## config.mk

```make
export PLATFORM = sky130hd
export DESIGN_NAME = ac_climate_ctrl
export DESIGN_NICKNAME = d
export VERILOG_FILES = /design/src/rtl/ac_pkg.sv /design/src/rtl/ac_climate_ctrl_btn_edge.sv /design/src/rtl/ac_climate_ctrl.sv
export SDC_FILE = /design/constraint.sdc
export NUM_CORES = 1
export LEC_CHECK = 0
export CORE_ASPECT_RATIO = 0.7
export CORE_UTILIZATION = 55
export CTS_CLUSTER_DIAMETER = 40
export DETAILED_ROUTE_END_ITERATION = 7
export PLACE_DENSITY_LB_ADDON = 0.3
export SYNTH_ARGS = -nofsm -noshare
export SYNTH_HDL_FRONTEND = slang
export SYNTH_SLANG_ARGS = --single-unit
```

## constraint.sdc

```tcl
create_clock -name clk -period 8.9 [get_ports clk]
set_clock_uncertainty 0.2 [all_clocks]
set_input_delay 1.78 -clock clk [delete_from_list [all_inputs] [get_ports clk]]
set_output_delay 1.78 -clock clk [all_outputs]
set_load 0.005 [all_outputs]
```

## src/rtl/ac_pkg.sv

```systemverilog
// Shared mode encoding and mode sequencing for the AC climate controller.
// Pure package: no latency, no flow control.
package ac_pkg;

  typedef enum logic [1:0] {
    MODE_OFF  = 2'b00,
    MODE_AUTO = 2'b01,
    MODE_FAST = 2'b10,
    MODE_ECO  = 2'b11
  } mode_t;

  function automatic mode_t next_mode(input mode_t m);
    case (m)
      MODE_OFF:  next_mode = MODE_AUTO;
      MODE_AUTO: next_mode = MODE_FAST;
      MODE_FAST: next_mode = MODE_ECO;
      default:   next_mode = MODE_OFF;
    endcase
  endfunction

endpackage

```

## src/rtl/ac_climate_ctrl_btn_edge.sv

```systemverilog
// Rising-edge detector for an already synchronised button level.
// Edge output is combinational from the live level and one registered copy; no backpressure.
module btn_edge (
  input  logic clk,
  input  logic reset,
  input  logic i_btn,
  output logic o_edge
);

  logic r_prev;

  always_ff @(posedge clk or negedge reset) begin
    if (!reset) r_prev <= 1'b0;
    else        r_prev <= i_btn;
  end

  assign o_edge = i_btn & ~r_prev;

endmodule

```

## src/rtl/ac_climate_ctrl.sv

```systemverilog
// AC controller: mode FSM, saturating setpoint, hysteretic cool/heat demand, rate-limited fan ramp.
// All outputs registered (one cycle after the causing input); free-running, no backpressure.
module ac_climate_ctrl
  import ac_pkg::*;
#(
  parameter int TEMP_W   = 7,
  parameter int SET_MIN  = 18,
  parameter int SET_MAX  = 26,
  parameter int SET_RST  = 22,
  parameter int HYST     = 1,
  parameter int FAN_W    = 3,
  parameter int RAMP_DIV = 1000
) (
  input  logic              clk,
  input  logic              reset,
  input  logic              btn_mode,
  input  logic              btn_up,
  input  logic              btn_down,
  input  logic [TEMP_W-1:0] temp_meas,
  input  logic              temp_valid,
  output logic [1:0]        mode,
  output logic [TEMP_W-1:0] setpoint,
  output logic [FAN_W-1:0]  fan_speed,
  output logic              cool_on,
  output logic              heat_on
);

  localparam int FAN_MAX_I = (1 << FAN_W) - 1;
  localparam int ECO_CAP_I = ((FAN_MAX_I >> 1) == 0) ? 1 : (FAN_MAX_I >> 1);
  localparam int CNT_W     = $clog2(RAMP_DIV);

  localparam logic [FAN_W-1:0]  FAN_MAX   = FAN_W'(FAN_MAX_I);
  localparam logic [FAN_W-1:0]  ECO_CAP   = FAN_W'(ECO_CAP_I);
  localparam logic [CNT_W-1:0]  CNT_LAST  = CNT_W'(RAMP_DIV - 1);
  localparam logic [TEMP_W-1:0] SET_MIN_V = TEMP_W'(SET_MIN);
  localparam logic [TEMP_W-1:0] SET_MAX_V = TEMP_W'(SET_MAX);
  localparam logic [TEMP_W-1:0] SET_RST_V = TEMP_W'(SET_RST);

  logic w_mode_edge, w_up_edge, w_down_edge;

  btn_edge u_edge_mode (.clk(clk), .reset(reset), .i_btn(btn_mode), .o_edge(w_mode_edge));
  btn_edge u_edge_up   (.clk(clk), .reset(reset), .i_btn(btn_up),   .o_edge(w_up_edge));
  btn_edge u_edge_down (.clk(clk), .reset(reset), .i_btn(btn_down), .o_edge(w_down_edge));

  mode_t               r_mode;
  logic [TEMP_W-1:0]   r_setpoint;
  logic [TEMP_W-1:0]   r_temp;
  logic [FAN_W-1:0]    r_fan;
  logic                r_cool;
  logic                r_heat;
  logic [CNT_W-1:0]    r_ramp_cnt;

  logic signed [TEMP_W:0] w_err;
  logic signed [TEMP_W:0] w_hyst;
  logic        [TEMP_W:0] w_aerr;
  logic        [TEMP_W:0] w_half;
  logic [FAN_W-1:0]       w_target;
  logic                   w_wrap;

  assign w_err  = $signed({1'b0, r_temp}) - $signed({1'b0, r_setpoint});
  assign w_aerr = w_err[TEMP_W] ? $unsigned(-w_err) : $unsigned(w_err);
  assign w_half = (w_aerr + 1'b1) >> 1;
  assign w_hyst = (r_mode == MODE_ECO) ? $signed((TEMP_W+1)'(2 * HYST))
                                       : $signed((TEMP_W+1)'(HYST));
  assign w_wrap = (r_ramp_cnt == CNT_LAST);

  always_comb begin
    w_target = '0;
    case (r_mode)
      MODE_FAST: w_target = FAN_MAX;
      MODE_AUTO, MODE_ECO: begin
        if (r_cool | r_heat) begin
          w_target = (w_half > (TEMP_W+1)'(FAN_MAX_I)) ? FAN_MAX : w_half[FAN_W-1:0];
          if ((r_mode == MODE_ECO) && (w_target > ECO_CAP)) w_target = ECO_CAP;
        end
      end
      default: w_target = '0;
    endcase
  end

  always_ff @(posedge clk or negedge reset) begin
    if (!reset) begin
      r_mode     <= MODE_OFF;
      r_setpoint <= SET_RST_V;
      r_temp     <= SET_RST_V;
    end else begin
      if (w_mode_edge) r_mode <= next_mode(r_mode);
      // Simultaneous up/down presses cancel; buttons are dead while OFF.
      if ((r_mode != MODE_OFF) && (w_up_edge ^ w_down_edge)) begin
        if (w_up_edge) begin
          if (r_setpoint < SET_MAX_V) r_setpoint <= r_setpoint + 1'b1;
        end else begin
          if (r_setpoint > SET_MIN_V) r_setpoint <= r_setpoint - 1'b1;
        end
      end
      if (temp_valid) r_temp <= temp_meas;
    end
  end

  always_ff @(posedge clk or negedge reset) begin
    if (!reset) begin
      r_cool <= 1'b0;
      r_heat <= 1'b0;
    end else begin
      case (r_mode)
        MODE_FAST: begin
          r_cool <= 1'b1;
          r_heat <= 1'b0;
        end
        MODE_AUTO, MODE_ECO: begin
          if (w_err > w_hyst)                          r_cool <= 1'b1;
          else if (w_err[TEMP_W] || (w_err == '0))     r_cool <= 1'b0;
          if (r_mode == MODE_ECO)                      r_heat <= 1'b0;
          else if (w_err < -w_hyst)                    r_heat <= 1'b1;
          else if (!w_err[TEMP_W])                     r_heat <= 1'b0;
        end
        default: begin
          r_cool <= 1'b0;
          r_heat <= 1'b0;
        end
      endcase
    end
  end

  // A mode change restarts the ramp period and pre-empts a coincident wrap step.
  always_ff @(posedge clk or negedge reset) begin
    if (!reset) begin
      r_ramp_cnt <= '0;
      r_fan      <= '0;
    end else begin
      if (w_mode_edge || w_wrap) r_ramp_cnt <= '0;
      else                       r_ramp_cnt <= r_ramp_cnt + 1'b1;
      if (r_mode == MODE_OFF) begin
        r_fan <= '0;
      end else if (w_wrap && !w_mode_edge) begin
        if (r_fan < w_target)      r_fan <= r_fan + 1'b1;
        else if (r_fan > w_target) r_fan <= r_fan - 1'b1;
      end
    end
  end

  assign mode      = r_mode;
  assign setpoint  = r_setpoint;
  assign fan_speed = r_fan;
  assign cool_on   = r_cool;
  assign heat_on   = r_heat;

endmodule

```

Word level (Yosys, flattened, before mapping)
Cells that the tools add are included.
- add/subtract/negate cells: 9
- $mul: 0
- div/mod/pow operators: 0
- $lt $le $gt $ge: 8
- eq/ne operators: 7
- shift operators: 0
- multiplexer cells: 22
- bitwise gates (word level): 8
- reductions and logical operators: 15
- operator list (kind ; count):
    $mux 3 ; 7
    $mux 7 ; 3
    $add 10x1->10 const B ; 1
    $eq 10x10->1 const B ; 1
    $mux 10 ; 1
    $add 8x1->8 const B ; 1
    $gt 8x3->1 ; 1
    $logic_not 8->1 ; 1
    $lt 8x8->1 ; 1
    $mux 8 ; 1
    $neg 2->8 ; 1
    $neg 8->8 ; 1
    $sub 7x7->8 ; 1
    $add 7x1->7 const B ; 1
    $gt 7x3->1 const B ; 1
    $gt 7x5->1 const B ; 1
    $lt 7x5->1 const B ; 1
    $sub 7x1->7 const B ; 1
    $mux 1 ; 6
    $pmux 2 s3 ; 1
    $pmux 3 s2 ; 1
    $reduce_bool 2->1 ; 3
    $eq 2x2->1 const B ; 2
    $ne 4x4->1 const B ; 1
    other kinds (22) ; 29
- flip-flop bits (word level): 34
- latch bits: 0
- RAM bits: 0
- ROM bits: 0
- input port bits: 13
- word-level logic and storage cells: 79
- memories: 0

Depth between registers and ports, before layout
- depth after elaboration: 16
- mapped depth: 23

By module
A second synthesis with hierarchy kept.
- cell total of the unflattened synthesis: 269
- area total of the unflattened synthesis: 2601.2 um^2
- by module, submodules not included (module ; instances ; cells each ; area each (um^2) ; sequential area each (um^2)):
    ac_climate_ctrl ; 1 ; 263 ; 2484.9 ; 783.3
    btn_edge ; 3 ; 2 ; 38.8 ; 25.0

Worst setup path before layout
Ideal clock, no wire load.
- kind: register to register
- start point: reg r_setpoint[1], in the netlist setpoint[1]
- end point: reg r_fan[1], in the netlist fan_speed[1]
- data arrival time: 4.657 ns
- required time: 8.628 ns
- slack: 3.972 ns
- stages on the path, launching flop included: 19
- buffers on the path: 0
- cell sequence: dfstp_2 -> inv_1 -> fa_1 -> nand3_1 -> nand2_1 -> xor2_1 -> or3_1 -> or4_1 -> a211o_1 -> a221o_1 -> o32ai_1 -> ha_1 -> nor2b_1 -> o21ai_0 -> nand2b_1 -> and4_1 -> nor3_1 -> mux2_2 -> nor2_1
- longest elaborated chain between the ends: 15
- RTL lines (item ; line ; source):
    start: declaration ; ac_climate_ctrl.sv:46 ; logic [TEMP_W-1:0] r_setpoint;
    start signal: assignment ; ac_climate_ctrl.sv:91 ; if (r_setpoint < SET_MAX_V) r_setpoint <= r_setpoint + 1'b1;
    start signal: assignment ; ac_climate_ctrl.sv:93 ; if (r_setpoint > SET_MIN_V) r_setpoint <= r_setpoint - 1'b1;
    $sub 7x7->8 * ; ac_climate_ctrl.sv:60 ; assign w_err = $signed({1'b0, r_temp}) - $signed({1'b0, r_setpoint});
    $neg 8->8 ; ac_climate_ctrl.sv:61 ; assign w_aerr = w_err[TEMP_W] ? $unsigned(-w_err) : $unsigned(w_err);
    $mux 8 * ; ac_climate_ctrl.sv:61 ;
    $add 8x1->8 * ; ac_climate_ctrl.sv:62 ; assign w_half = (w_aerr + 1'b1) >> 1;
    $gt 7x3->1 ; ac_climate_ctrl.sv:73 ; w_target = (w_half > (TEMP_W+1)'(FAN_MAX_I)) ? FAN_MAX : w_half[FAN_W-1:0];
    $mux 3 * ; ac_climate_ctrl.sv:73 ;
    $gt 3x2->1 ; ac_climate_ctrl.sv:74 ; if ((r_mode == MODE_ECO) && (w_target > ECO_CAP)) w_target = ECO_CAP;
    $logic_and 1x1->1 ; ac_climate_ctrl.sv:74 ;
    $mux 3 * ; ac_climate_ctrl.sv:74 ;
    $mux 3 * ; ac_climate_ctrl.sv:72 ; if (r_cool | r_heat) begin
    $pmux 3 s2 * ; ac_climate_ctrl.sv:69 ; case (r_mode)
    $lt 3x3->1 ; ac_climate_ctrl.sv:136 ; if (r_fan < w_target) r_fan <= r_fan + 1'b1;
    $mux 3 ; ac_climate_ctrl.sv:136 ;
    $mux 3 ; ac_climate_ctrl.sv:135 ; end else if (w_wrap && !w_mode_edge) begin
    $mux 3 ; ac_climate_ctrl.sv:133 ; if (r_mode == MODE_OFF) begin
    end signal: assignment ; ac_climate_ctrl.sv:136 ;
    end signal: assignment ; ac_climate_ctrl.sv:137 ; else if (r_fan > w_target) r_fan <= r_fan - 1'b1;
    end: declaration ; ac_climate_ctrl.sv:48 ; logic [FAN_W-1:0] r_fan;
Mark *: on every way between the ends. The rest lies on a longest branch, timed or not. The select of a mux whose other input is x is not followed.
A chain may end at the register's enable or synchronous reset.

Worst setup path in the final report
Same ends and word-level chain as after synthesis.

==> summary.txt <==
Critical path
  – R2R Setup Slk: 3.40 ns
  – CP Data Arrival Time: 5.52 ns
  – Crit end category: flop
  – R2r startpoint: setpoint[1]
  – CP max FO: 7
  – Slowest stage cell on the critical path: dfstp_2
  – CP peak stage delay: 0.61 ns
  – Critical Path RT: 8.92 ns
  – R2R Path End: fan_speed[1]
  – Critical Path Start: setpoint[1]
  – Worst r2r path cells: 18
  – Startpoint Class: flop
  – Worst path cell trace: inv_1, fa_1, nand3_1, nand2_1, xor2_1, or3_1, or4_1, a211o_1, a221o_1, o32ai_1, ha_1, nor2b_1, o21ai_0, nand2b_1, and4_1, nor3_1, mux2_2, nor2_1
  – Critical path type: reg2reg
  – Crit path capture: fan_speed[1]

Global route
  – GRT overflow: 0
  – Initial antenna violation count: 0
  – GRT Util Overall: 0.256
  – Vias in the first global route: 1889
  – First-pass GRT wire length: 9050 µm
  – Largest net degree at the start of global routing: 35

Synth
  – Avg Synthesized Cell Area: 9.63 µm²
  – Simple-gate share of the synthesized area: 0.174
  – Synth Area in Compound Gates: 0.126
  – Post-synthesis mux area share: 0.0499
  – Register bit total from synthesis: 34
  – Main combinational cell family by area after synthesis: simple AND/OR/NAND/NOR gates
  – Synth Instances: 255
  – Synth Area in Adders: 0.152
  – Dominant synthesized flop cell: dfrtp_1
  – YS warnings: 0
  – Async SR Flop Fraction: 1.00
  – Synthesized cell area: 2460 µm²
  – Mapped Nets: 296
  – Post-synthesis xor/xnor area fraction: 0.106
  – Sequential fraction of the synthesis area: 0.349
  – Post-synth EDFFs: 0
  – Netlist cell types: 50

Power and ir drop
  – Lkg Pwr: 1.26 nW
  – Max VDD drop: 222 µV
  – PD cells: 395 nW/µm²
  – Post-route total power: 1.15 mW

Route
  – Remaining DRCs: 0
  – Via count: 1998
  – Final WL: 5280 µm
  – Post-route ant nets: 0
  – Wire per inst: 15.6 µm
  – 1st-pass router iterations: 5
  – Starting DRT DRC Count: 183
  – Vias per Instance: 5.89

Cells and area
  – Fill count: 314
  – Final nets: 327
  – Multi-input combinational cell area: 1490 µm²
  – Share of cells above drive strength 1: 0.111
  – Number of inserted diodes: 0
  – Syn-to-layout area delta: 18.4%
  – Seq. cell area: 858 µm²

Die
  – Die Wd: 81.9 µm
  – FP Rows: 19
  – Ports: 27
  – Die height: 57.9 µm
  – Core Area: 4090 µm²
  – DIE AREA: 4740 µm²
  – Initial Util: 0.601

Clocking
  – Clock Latency Late Sink: 0.29 ns
  – Reg clk slew, reported paths: 0.08 ns
  – Clock Sinks: 34
  – CTS Buf Count: 5
  – CTS tree: built
  – Cts repair resizes: 0
  – CTS root buffer: clkbuf_8
  – Setup bufs post-CTS: 0
  – H-tree depth: 2
  – CTS Buffer Depth: 2
  – Hold Buf Count CTS: 0

Run
  – Total of max-cap violations: 0

STA
  – Final hold viol count: 0
  – Final setup fails: 0
  – Period utilisation layout: 0.618
  – Post-Route Setup TNS: 0 ns
  – Slew Limit Fails: 0
  – Min Tclk post-route: 5.50 ns
  – RSZ-0062 raised after global routing: false
  – Fmax: 182 MHz
  – Rel. slew slack: 0.497
  – Least-Margin Pin Slew: 0.753 ns

Placement
  – DP Wirelength: 3770 µm
  – Routability Congestion: 0.845
  – Number of port buffers: 26

Hold path
  – Hold WC Path Type: reg2reg

Status
  – Status: completed
==> kinds of logic (layout without fill, tap and decap cells) <==
logic type	Yosys count	after routing
fa+ha+maj	28	28
compound gates	46	46
buf+inv	26	58
simple gates	81	81
flops	34	34
mux	11	11
xor+xnor	29	29
==> registers in the layout (all words and copies together), names as in the netlist <==
name                flops
cool_on                 1
fan_speed               3
heat_on                 1
mode                    2
r_ramp_cnt             10
r_temp                  7
setpoint                7
u_edge_down.r_prev      1
u_edge_mode.r_prev      1
u_edge_up.r_prev        1
==> worst max-delay path: cells and delay by family, from the launching register on <==
family          cells  cell delay, ns
compound gates      4            1.22
mux                 1            0.38
fa+ha+maj           2            0.81
flops               1            0.61
buf+inv             1            0.10
simple gates        9            1.96
xor+xnor            1            0.18
==> worst min path at each step <==
stage	cells past startpoint	slack (ns)	to	start
floorplan	1	0.26	r_ramp_cnt[0]	r_ramp_cnt[0]
global placement	1	0.28	r_ramp_cnt[0]	r_ramp_cnt[0]
detailed placement	1	0.29	r_ramp_cnt[0]	r_ramp_cnt[0]
CTS	1	0.31	r_ramp_cnt[0]	r_ramp_cnt[0]
global route	1	0.34	r_ramp_cnt[0]	r_ramp_cnt[0]
finish	1	0.31	r_ramp_cnt[0]	r_ramp_cnt[0]
==> per-layer routing <==
layer | GRT usage | routed length (µm) | vias up | part of all wire
met3 | 0.0819 | 402 | 8 | 0.076
met5 | 0 | 0 | - | 0
li1 | - | - | 970 | -
met2 | 0.360 | 2280 | 77 | 0.43
met1 | 0.380 | 2560 | 943 | 0.48
met4 | 0.0677 | 42 | 0 | 0.0079
==> cells in the final DEF, fill, tap and decap left out, types with 4 or more instances in the layout <==
cell type         n
a21o_1            4
nand3_1           9
clkbuf_8          5
xnor2_1          16
inv_1            23
xor2_1           12
dfrtp_1          28
clkdlybuf4s50_1  26
nand2_1          12
mux2_2           10
dfstp_2           6
a31oi_1           4
ha_1             25
nor2_1           24
nor3_1            7
o21ai_0          10
a21oi_1          10
==> report_power, final <==
group | internal (mW) | switching [mW] | total, mW
registers | 0.196 | 0.0482 | 0.244
logic | 0.330 | 0.402 | 0.732
clock network | 0.112 | 0.0608 | 0.173
total | 0.638 | 0.511 | 1.15
==> Yosys cell counts, types with 2 or more instances <==
library cell  instances  area share
nor2b_1               3      0.0076
ha_1                 25        0.13
nand4_1               3      0.0076
dfrtp_1              28        0.29
a221o_1               2      0.0082
inv_1                23       0.035
xnor2_1              16       0.057
a21oi_2               2      0.0071
a31oi_1               4       0.010
nand2_1              12       0.018
fa_1                  3       0.024
nor3_1                7       0.014
nand3_1               9       0.018
clkbuf_1              2      0.0031
or3_1                 3      0.0076
o21bai_1              2      0.0061
or4_1                 3      0.0092
and3_1                3      0.0076
nand2b_1              3      0.0076
o21ai_0              10       0.020
mux2_2               10       0.046
dfstp_2               6       0.064
xor2_1               12       0.043
a21oi_1              10       0.020
nor2_1               24       0.037
a21o_1                4       0.012
nand3b_1              2      0.0061
nand4bb_1             2      0.0092
==> layout make-up <==
class / count / area share
clock buffers: 5 / 0.0237
clock inverters: 3 / 0.0237
inverters: 23 / 0.0297
multi-input cells: 195 / 0.513
flip-flops and latches: 34 / 0.295
well taps: 52 / 0.0224
repair buffers: 27 / 0.0921
==> metrics by stage <==
step	util	instances	instance area [µm²]	setup WS [ns]	hold WS, ns
2_1_floorplan	-	255	2460	3.97	0.255
3_3_place_gp	0.677	331	2770	3.81	0.280
3_5_place_dp	0.677	331	2770	3.57	0.287
4_1_cts	0.711	339	2910	3.47	0.315
5_1_grt	0.711	339	2910	3.11	0.341
6_report	0.711	339	2910	3.40	0.308
No activity file was read; power rests on OpenSTA's default activity.
